===== config.mk =====
export PLATFORM = sky130hd
export DESIGN_NAME = taxi_eth_link_supervisor_flat
export DESIGN_NICKNAME = d
export VERILOG_FILES = /design/src/rtl/taxi_eth_link_supervisor_if.sv /design/src/rtl/taxi_eth_link_supervisor.sv /design/src/flat_wrapper.sv
export SDC_FILE = /design/constraint.sdc
export NUM_CORES = 1
export LEC_CHECK = 0
export CAP_MARGIN = 15
export CORE_MARGIN = 1
export CORE_UTILIZATION = 48
export DETAILED_ROUTE_END_ITERATION = 10
export PLACE_DENSITY = 0.77
export SETUP_SLACK_MARGIN = 0.2
export SYNTH_ARGS = -nofsm -noshare
export SYNTH_HDL_FRONTEND = slang
export SYNTH_SLANG_ARGS = --single-unit

===== constraint.sdc =====
create_clock -name clk -period 2.35 [get_ports clk]
set_clock_uncertainty 0.1 [all_clocks]
set_input_delay 0.235 -clock clk [delete_from_list [all_inputs] [get_ports clk]]
set_output_delay 0.235 -clock clk [all_outputs]
set_load 0.005 [all_outputs]

===== src/rtl/taxi_eth_link_supervisor_if.sv =====
// APB requester-side bundle between the link supervisor and the transceiver-control port.
// Latency: none, wires only.
// Backpressure: pready is driven by the completer and stalls the access phase.
interface taxi_eth_link_supervisor_if #(
   parameter int ADDR_W = 24,
   parameter int DATA_W = 16
);
   logic [ADDR_W-1:0]   paddr;
   logic                psel;
   logic                penable;
   logic                pwrite;
   logic [DATA_W-1:0]   pwdata;
   logic [DATA_W/8-1:0] pstrb;
   logic                pready;
   logic                pslverr;

   modport master (
      output paddr, psel, penable, pwrite, pwdata, pstrb,
      input  pready, pslverr
   );

   modport slave (
      input  paddr, psel, penable, pwrite, pwdata, pstrb,
      output pready, pslverr
   );
endinterface


===== src/rtl/taxi_eth_link_supervisor.sv =====
// Single-lane bring-up/recovery: pulses the lane RX reset over APB, qualifies PCS status, reports link_up.
// Latency: link_up at most 2 APB writes + RST_HOLD_CYC + LOCK_STABLE_CYC + 2 cycles after enable.
// Backpressure: the access phase holds until pready or APB_TIMEOUT_CYC; a transfer never aborts on enable=0.
module taxi_eth_link_supervisor #(
   parameter int                    APB_ADDR_W       = 24,
   parameter int                    APB_DATA_W       = 16,
   parameter logic [APB_ADDR_W-1:0] RST_ADDR         = 24'h000100,
   parameter logic [APB_DATA_W-1:0] RST_ASSERT_VAL   = 16'h0003,
   parameter logic [APB_DATA_W-1:0] RST_RELEASE_VAL  = 16'h0000,
   parameter int                    RST_HOLD_CYC     = 64,
   parameter int                    LOCK_STABLE_CYC  = 1024,
   parameter int                    LOCK_TIMEOUT_CYC = 1048576,
   parameter int                    LOSS_CYC         = 16,
   parameter int                    APB_TIMEOUT_CYC  = 256,
   parameter int                    MAX_RETRY        = 7
) (
   input  logic                              clk,
   input  logic                              rst_n,
   input  logic                              enable,
   input  logic                              rx_block_lock,
   input  logic                              rx_high_ber,
   input  logic                              rx_status,
   taxi_eth_link_supervisor_if.master        m_apb,
   output logic                              link_up,
   output logic                              fail,
   output logic                              apb_err,
   output logic [2:0]                        state,
   output logic [2:0]                        retry_cnt,
   output logic [15:0]                       link_drop_cnt
);

   localparam int TMR_MAX  = (LOCK_TIMEOUT_CYC > RST_HOLD_CYC)
                           ? ((LOCK_TIMEOUT_CYC > APB_TIMEOUT_CYC) ? LOCK_TIMEOUT_CYC : APB_TIMEOUT_CYC)
                           : ((RST_HOLD_CYC > APB_TIMEOUT_CYC) ? RST_HOLD_CYC : APB_TIMEOUT_CYC);
   localparam int TMR_W    = $clog2(TMR_MAX + 1);
   localparam int QCNT_MAX = (LOCK_STABLE_CYC > LOSS_CYC) ? LOCK_STABLE_CYC : LOSS_CYC;
   localparam int QCNT_W   = $clog2(QCNT_MAX + 1);

   typedef enum logic [2:0] {
      ST_IDLE       = 3'd0,
      ST_WR_ASSERT  = 3'd1,
      ST_HOLD       = 3'd2,
      ST_WR_RELEASE = 3'd3,
      ST_WAIT_LOCK  = 3'd4,
      ST_UP         = 3'd5,
      ST_FAIL       = 3'd6
   } state_t;

   state_t                cur_state, nxt_state;
   logic [TMR_W-1:0]      timer, timer_nxt;
   logic [QCNT_W-1:0]     qcnt, qcnt_nxt;
   logic                  psel_reg, psel_nxt;
   logic                  penable_reg, penable_nxt;
   logic [APB_ADDR_W-1:0] paddr_reg, paddr_nxt;
   logic [APB_DATA_W-1:0] pwdata_reg, pwdata_nxt;
   logic                  link_up_nxt, fail_nxt, apb_err_nxt;
   logic [2:0]            retry_nxt;
   logic [15:0]           drop_nxt;
   logic                  enter;
   logic                  fail_attempt;
   logic                  q;

   // qualified PCS cycle: locked, status good, BER not high
   assign q = rx_block_lock & rx_status & ~rx_high_ber;

   assign m_apb.paddr   = paddr_reg;
   assign m_apb.psel    = psel_reg;
   assign m_apb.penable = penable_reg;
   assign m_apb.pwdata  = pwdata_reg;
   assign m_apb.pwrite  = 1'b1;
   assign m_apb.pstrb   = '1;
   assign state         = cur_state;

   // next-state, APB phase and status logic
   always_comb begin
      nxt_state    = cur_state;
      timer_nxt    = timer;
      qcnt_nxt     = qcnt;
      psel_nxt     = psel_reg;
      penable_nxt  = penable_reg;
      paddr_nxt    = paddr_reg;
      pwdata_nxt   = pwdata_reg;
      link_up_nxt  = link_up;
      fail_nxt     = fail;
      apb_err_nxt  = apb_err;
      retry_nxt    = retry_cnt;
      drop_nxt     = link_drop_cnt;
      enter        = 1'b0;
      fail_attempt = 1'b0;

      case (cur_state)
         ST_IDLE: begin
            if (enable) begin
               nxt_state  = ST_WR_ASSERT;
               enter      = 1'b1;
               psel_nxt   = 1'b1;
               paddr_nxt  = RST_ADDR;
               pwdata_nxt = RST_ASSERT_VAL;
            end
         end

         ST_WR_ASSERT, ST_WR_RELEASE: begin
            if (!psel_reg) begin
               // one idle cycle after a failed write before the retry's setup phase
               if (!enable) begin
                  nxt_state = ST_IDLE;
                  enter     = 1'b1;
               end else begin
                  psel_nxt    = 1'b1;
                  penable_nxt = 1'b0;
                  paddr_nxt   = RST_ADDR;
                  pwdata_nxt  = (cur_state == ST_WR_ASSERT) ? RST_ASSERT_VAL : RST_RELEASE_VAL;
               end
            end else if (!penable_reg) begin
               penable_nxt = 1'b1;
            end else if (m_apb.pready) begin
               psel_nxt    = 1'b0;
               penable_nxt = 1'b0;
               paddr_nxt   = '0;
               pwdata_nxt  = '0;
               if (m_apb.pslverr) begin
                  apb_err_nxt  = 1'b1;
                  fail_attempt = 1'b1;
               end else if (!enable) begin
                  nxt_state = ST_IDLE;
                  enter     = 1'b1;
               end else begin
                  nxt_state = (cur_state == ST_WR_ASSERT) ? ST_HOLD : ST_WAIT_LOCK;
                  enter     = 1'b1;
               end
            end else if (timer == TMR_W'(APB_TIMEOUT_CYC - 1)) begin
               psel_nxt     = 1'b0;
               penable_nxt  = 1'b0;
               paddr_nxt    = '0;
               pwdata_nxt   = '0;
               apb_err_nxt  = 1'b1;
               fail_attempt = 1'b1;
            end else begin
               timer_nxt = timer + 1'b1;
            end
         end

         ST_HOLD: begin
            if (!enable) begin
               nxt_state = ST_IDLE;
               enter     = 1'b1;
            end else if (timer == TMR_W'(RST_HOLD_CYC - 1)) begin
               nxt_state  = ST_WR_RELEASE;
               enter      = 1'b1;
               psel_nxt   = 1'b1;
               paddr_nxt  = RST_ADDR;
               pwdata_nxt = RST_RELEASE_VAL;
            end else begin
               timer_nxt = timer + 1'b1;
            end
         end

         ST_WAIT_LOCK: begin
            qcnt_nxt = q ? qcnt + 1'b1 : '0;
            if (!enable) begin
               nxt_state = ST_IDLE;
               enter     = 1'b1;
            end else if (q && qcnt == QCNT_W'(LOCK_STABLE_CYC - 1)) begin
               // lock beats a timeout landing on the same cycle
               nxt_state   = ST_UP;
               enter       = 1'b1;
               link_up_nxt = 1'b1;
               retry_nxt   = '0;
            end else if (timer == TMR_W'(LOCK_TIMEOUT_CYC - 1)) begin
               fail_attempt = 1'b1;
            end else begin
               timer_nxt = timer + 1'b1;
            end
         end

         ST_UP: begin
            if (!enable) begin
               nxt_state   = ST_IDLE;
               enter       = 1'b1;
               link_up_nxt = 1'b0;
            end else if (q) begin
               qcnt_nxt = '0;
            end else if (qcnt == QCNT_W'(LOSS_CYC - 1)) begin
               nxt_state   = ST_WR_ASSERT;
               enter       = 1'b1;
               link_up_nxt = 1'b0;
               drop_nxt    = (link_drop_cnt == 16'hFFFF) ? link_drop_cnt : link_drop_cnt + 16'd1;
               psel_nxt    = 1'b1;
               paddr_nxt   = RST_ADDR;
               pwdata_nxt  = RST_ASSERT_VAL;
            end else begin
               qcnt_nxt = qcnt + 1'b1;
            end
         end

         ST_FAIL: begin
            if (!enable) begin
               nxt_state = ST_IDLE;
               enter     = 1'b1;
               fail_nxt  = 1'b0;
               retry_nxt = '0;
            end
         end

         default: begin
            nxt_state = ST_IDLE;
            enter     = 1'b1;
         end
      endcase

      // a failed attempt either retries from the assert write or gives up
      if (fail_attempt) begin
         enter = 1'b1;
         if (retry_cnt == 3'(MAX_RETRY - 1)) begin
            nxt_state = ST_FAIL;
            fail_nxt  = 1'b1;
            retry_nxt = 3'(MAX_RETRY);
         end else begin
            retry_nxt = retry_cnt + 3'd1;
            nxt_state = enable ? ST_WR_ASSERT : ST_IDLE;
         end
      end

      if (enter) begin
         timer_nxt = '0;
         qcnt_nxt  = '0;
      end
   end

   // state and output registers
   always_ff @(posedge clk) begin
      if (!rst_n) begin
         cur_state     <= ST_IDLE;
         timer         <= '0;
         qcnt          <= '0;
         psel_reg      <= 1'b0;
         penable_reg   <= 1'b0;
         paddr_reg     <= '0;
         pwdata_reg    <= '0;
         link_up       <= 1'b0;
         fail          <= 1'b0;
         apb_err       <= 1'b0;
         retry_cnt     <= '0;
         link_drop_cnt <= '0;
      end else begin
         cur_state     <= nxt_state;
         timer         <= timer_nxt;
         qcnt          <= qcnt_nxt;
         psel_reg      <= psel_nxt;
         penable_reg   <= penable_nxt;
         paddr_reg     <= paddr_nxt;
         pwdata_reg    <= pwdata_nxt;
         link_up       <= link_up_nxt;
         fail          <= fail_nxt;
         apb_err       <= apb_err_nxt;
         retry_cnt     <= retry_nxt;
         link_drop_cnt <= drop_nxt;
      end
   end

endmodule


===== src/flat_wrapper.sv =====
// flat-port wrapper written by rule: the top's interface ports become plain ports
module taxi_eth_link_supervisor_flat 
#(
   parameter int                    APB_ADDR_W       = 24,
   parameter int                    APB_DATA_W       = 16,
   parameter logic [APB_ADDR_W-1:0] RST_ADDR         = 24'h000100,
   parameter logic [APB_DATA_W-1:0] RST_ASSERT_VAL   = 16'h0003,
   parameter logic [APB_DATA_W-1:0] RST_RELEASE_VAL  = 16'h0000,
   parameter int                    RST_HOLD_CYC     = 64,
   parameter int                    LOCK_STABLE_CYC  = 1024,
   parameter int                    LOCK_TIMEOUT_CYC = 1048576,
   parameter int                    LOSS_CYC         = 16,
   parameter int                    APB_TIMEOUT_CYC  = 256,
   parameter int                    MAX_RETRY        = 7
)
  (clk, rst_n, enable, rx_block_lock, rx_high_ber, rx_status, link_up, fail, apb_err, state, retry_cnt, link_drop_cnt, m_apb_paddr, m_apb_psel, m_apb_penable, m_apb_pwrite, m_apb_pwdata, m_apb_pstrb, m_apb_pready, m_apb_pslverr);
  taxi_eth_link_supervisor_if m_apb_i ();
  input  logic clk;
  input  logic rst_n;
  input  logic enable;
  input  logic rx_block_lock;
  input  logic rx_high_ber;
  input  logic rx_status;
  output logic link_up;
  output logic fail;
  output logic apb_err;
  output logic [2:0] state;
  output logic [2:0] retry_cnt;
  output logic [15:0] link_drop_cnt;
  output wire logic [$bits(m_apb_i.paddr)-1:0] m_apb_paddr;
  output wire logic [$bits(m_apb_i.psel)-1:0] m_apb_psel;
  output wire logic [$bits(m_apb_i.penable)-1:0] m_apb_penable;
  output wire logic [$bits(m_apb_i.pwrite)-1:0] m_apb_pwrite;
  output wire logic [$bits(m_apb_i.pwdata)-1:0] m_apb_pwdata;
  output wire logic [$bits(m_apb_i.pstrb)-1:0] m_apb_pstrb;
  input wire logic [$bits(m_apb_i.pready)-1:0] m_apb_pready;
  input wire logic [$bits(m_apb_i.pslverr)-1:0] m_apb_pslverr;
  assign m_apb_paddr = m_apb_i.paddr;
  assign m_apb_psel = m_apb_i.psel;
  assign m_apb_penable = m_apb_i.penable;
  assign m_apb_pwrite = m_apb_i.pwrite;
  assign m_apb_pwdata = m_apb_i.pwdata;
  assign m_apb_pstrb = m_apb_i.pstrb;
  assign m_apb_i.pready = m_apb_pready;
  assign m_apb_i.pslverr = m_apb_pslverr;
  taxi_eth_link_supervisor #(.APB_ADDR_W(APB_ADDR_W), .APB_DATA_W(APB_DATA_W), .RST_ADDR(RST_ADDR), .RST_ASSERT_VAL(RST_ASSERT_VAL), .RST_RELEASE_VAL(RST_RELEASE_VAL), .RST_HOLD_CYC(RST_HOLD_CYC), .LOCK_STABLE_CYC(LOCK_STABLE_CYC), .LOCK_TIMEOUT_CYC(LOCK_TIMEOUT_CYC), .LOSS_CYC(LOSS_CYC), .APB_TIMEOUT_CYC(APB_TIMEOUT_CYC), .MAX_RETRY(MAX_RETRY)) u_core (.clk(clk), .rst_n(rst_n), .enable(enable), .rx_block_lock(rx_block_lock), .rx_high_ber(rx_high_ber), .rx_status(rx_status), .m_apb(m_apb_i), .link_up(link_up), .fail(fail), .apb_err(apb_err), .state(state), .retry_cnt(retry_cnt), .link_drop_cnt(link_drop_cnt));
endmodule

==> summary.txt <==
Status
  – Status: finished with violations
  – Failing checks: negative setup slack

STA
  – Final Worst Setup Slack: -0.124 ns
  – Fmax: 0.404 GHz
  – Final min period: 2.47 ns
  – Unrepaired setup endpoints after global routing: true
  – Final slew viol count: 0
  – Final Hold Viols: 0
  – Period utilisation layout: 105%
  – Final setup fails: 50
  – Worst hold margin: 0.369 ns

Global route
  – Initial antenna violation count: 0
  – Via count of the first global-routing pass: 4414
  – First-pass GRT wire length: 20.1 mm
  – Global route total overflow: 0
  – Largest net degree at the start of global routing: 25
  – GRT Total Usage: 25.8%

Logic synthesis
  – Synth Cell Area: 0.00431 mm2
  – Seq/Total Area, Yosys: 39.0%
  – FFs w/ async S/R, synth: 0%
  – Largest area contributor in the netlist: dfxtp_1
  – Post-synthesis sequential element count: 84
  – Distinct cells, synth: 65
  – Main synth FF type: dfxtp_1
  – Synth top area cells: dfxtp_1 (39%), a21oi_1 (4.5%), nor2_1 (4.4%)
  – Syn_area_per_cell: 8.29 um2
  – Synth warn: 0
  – Post-synth top area share: 39.0%
  – Synth Instances: 520
  – Post-synth EDFFs: 0

Final layout
  – N_diodes: 0
  – Layout Cell Area excl Fill: 0.00661 mm2
  – Layout cell share with drive strength beyond 1: 35.4%
  – Non-Filler Instances: 797
  – Max reg flops: 24
  – Fillers: 551
  – Commonest non-fill, non-tap cell in the layout: buf_4
  – Highest-count cells in the layout ignoring fill and taps: buf_4 (99), dfxtp_1 (69), clkdlybuf4s50_1 (60), nor2_1 (44), nand2_1 (34)
  – Final #Nets: 697
  – Area delta synth->final: 53.3%

Route
  – Initial drt markers: 285
  – Vias: 4935
  – Final WL: 14.9 mm
  – First-pass DRT Iterations: 5
  – Per-cell routed wire length: 18.7 um
  – Residual DRC: 0
  – Via/cell ratio: 6.19
  – Antenna-violating nets left: 0

Floorplanning
  – Starting Density: 49.4%
  – Die Y: 96.8 um
  – Core Region: 0.00872 mm2
  – IO Count: 78
  – Die area: 0.00936 mm2
  – Die width: 96.8 um
  – Row cnt: 34

Placed design
  – Number of port buffers: 60
  – Gpl congestion: 0.912
  – Placed wire-length estimate: 8.01 mm
  – Cells after DPL: 741
  – Placed cell area: 0.00552 mm2

Power
  – P_leak: 2.45 nW
  – VDD IR-drop max: 0.329 mV
  – Power per cell area: 439 mW/mm2

Critical path
  – Startpoint Class: register
  – Critical path endpoint category: register
  – Worst Setup Path Type: register to register
  – Arrival @ worst endpoint: 2.60 ns
  – Required time of the critical path: 2.48 ns
  – CP max FO: 6

CTS
  – Hold Buf Count CTS: 0
  – Root buf cell: clkbuf_8
  – Num CTS Buffers: 9
  – Clk Latency, worst-skew pair: 0.36 ns
  – CTS sink cnt: 84
  – H-Tree Depth: 3
  – CTS tree: built
  – Reg clk slew, reported paths: 0.10 ns
  – Longest Clk Path Bufs: 2

Flow run
  – Max Cap Viol: 0

Worst hold path
  – Tightest Hold Check Type: register to register
critical path, stage by stage (launching register included):
cell and delay [ns]:
dfxtp_1 0.49, nand4_1 0.23, nor3_2 0.25, nand4_1 0.17, or4_4 0.51, buf_4 0.18
buf_4 0.14, a21oi_1 0.19, a211oi_1 0.08
area by class of cell:
class                      count  area, um2  share of cell area, %
clock buffer                  11        151                   2.29
clock inverter                 5       67.6                   1.02
inverter                      15       57.6                  0.871
multi-input combinational    392       2800                   42.3
sequential                    84       1710                   25.9
tap                          108        135                   2.05
timing repair buffer         182       1690                   25.5
metrics by stage:
stage / total power [W] / util (%) / TNS, ns / setup WS, ns
after detailed placement: 0.00170 / 63.3 / -7.54 / -0.297
after global routing: 0.00300 / 75.8 / -9.03 / -0.227
after floorplan: 0.00161 / - / 0 / 0.0576
after CTS: 0.00283 / 69.1 / -0.0609 / -0.0247
final: 0.00290 / 75.8 / -2.37 / -0.124
after global placement: 0.00170 / 63.3 / -5.19 / -0.171
metal layers:
metal / track usage [%] / share of wire (%)
met3: 5.13 / 7.3
met1: 30.3 / 37
met2: 45.0 / 52
met4: 11.6 / 3.5
met5: 0 / 0
cells in the mapped netlist, drive strengths merged (3+ instances only):
cell and count:
o31ai 15, and4 4, ha 5, nand4 20
or3 4, nand2 35, xor2 11, mux2i 3
dfxtp 84, buf 32, nand3 25, inv 13
nand3b 9, and2 30, clkbuf 12, a211oi 6
nor4 11, nor3 7, or4 19, a31oi 4
o21a 3, xnor2 8, a32o 3, o21ai 23
nand4b 3, a21oi 40, and3 9, nor2 51
power by group:
| part | internal [W] | switching, W | total [W] | leakage (nW) |
|---|---|---|---|---|
| Clock | 0.000565 | 0.000564 | 0.00113 | 0.112 |
| Sequential | 0.00143 | 0.0000139 | 0.00144 | 0.686 |
| Combinational | 0.000164 | 0.000167 | 0.000332 | 1.65 |
| Total | 0.00216 | 0.000746 | 0.00290 | 2.45 |
timing repair:
item	4_1_cts	5_1_grt
resized for setup	41	91
gates cloned	2	5
setup buffers	17	16
setup endpoints to repair	72	75
pin swaps	12	39
cell families after synthesis:
| group | Yosys count | share of synthesized area (%) |
|---|---|---|
| other | 2 | 0.174 |
| and+or+nand+nor | 237 | 30.9 |
| xor gates and xnor gates | 19 | 3.86 |
| AOI/OAI and AO/OA | 111 | 16.6 |
| muxes | 3 | 0.697 |
| adders and majority gates | 5 | 1.45 |
| buffers and inverters | 59 | 7.32 |
| DFF | 84 | 39.0 |
final timing paths:
kind	startpoint	endpoint	slack [ns]	cells past startpoint
setup reg to reg	u_core.timer[8]	u_core.retry_cnt[0]	-0.12	8
setup / recovery	u_core.timer[8]	u_core.retry_cnt[0]	-0.12	8
hold reg to reg	u_core.m_apb.paddr[0]	u_core.m_apb.paddr[0]	0.37	1
hold / removal	u_core.m_apb.paddr[0]	u_core.m_apb.paddr[0]	0.37	1
No activity file was read; power rests on OpenSTA's default activity.
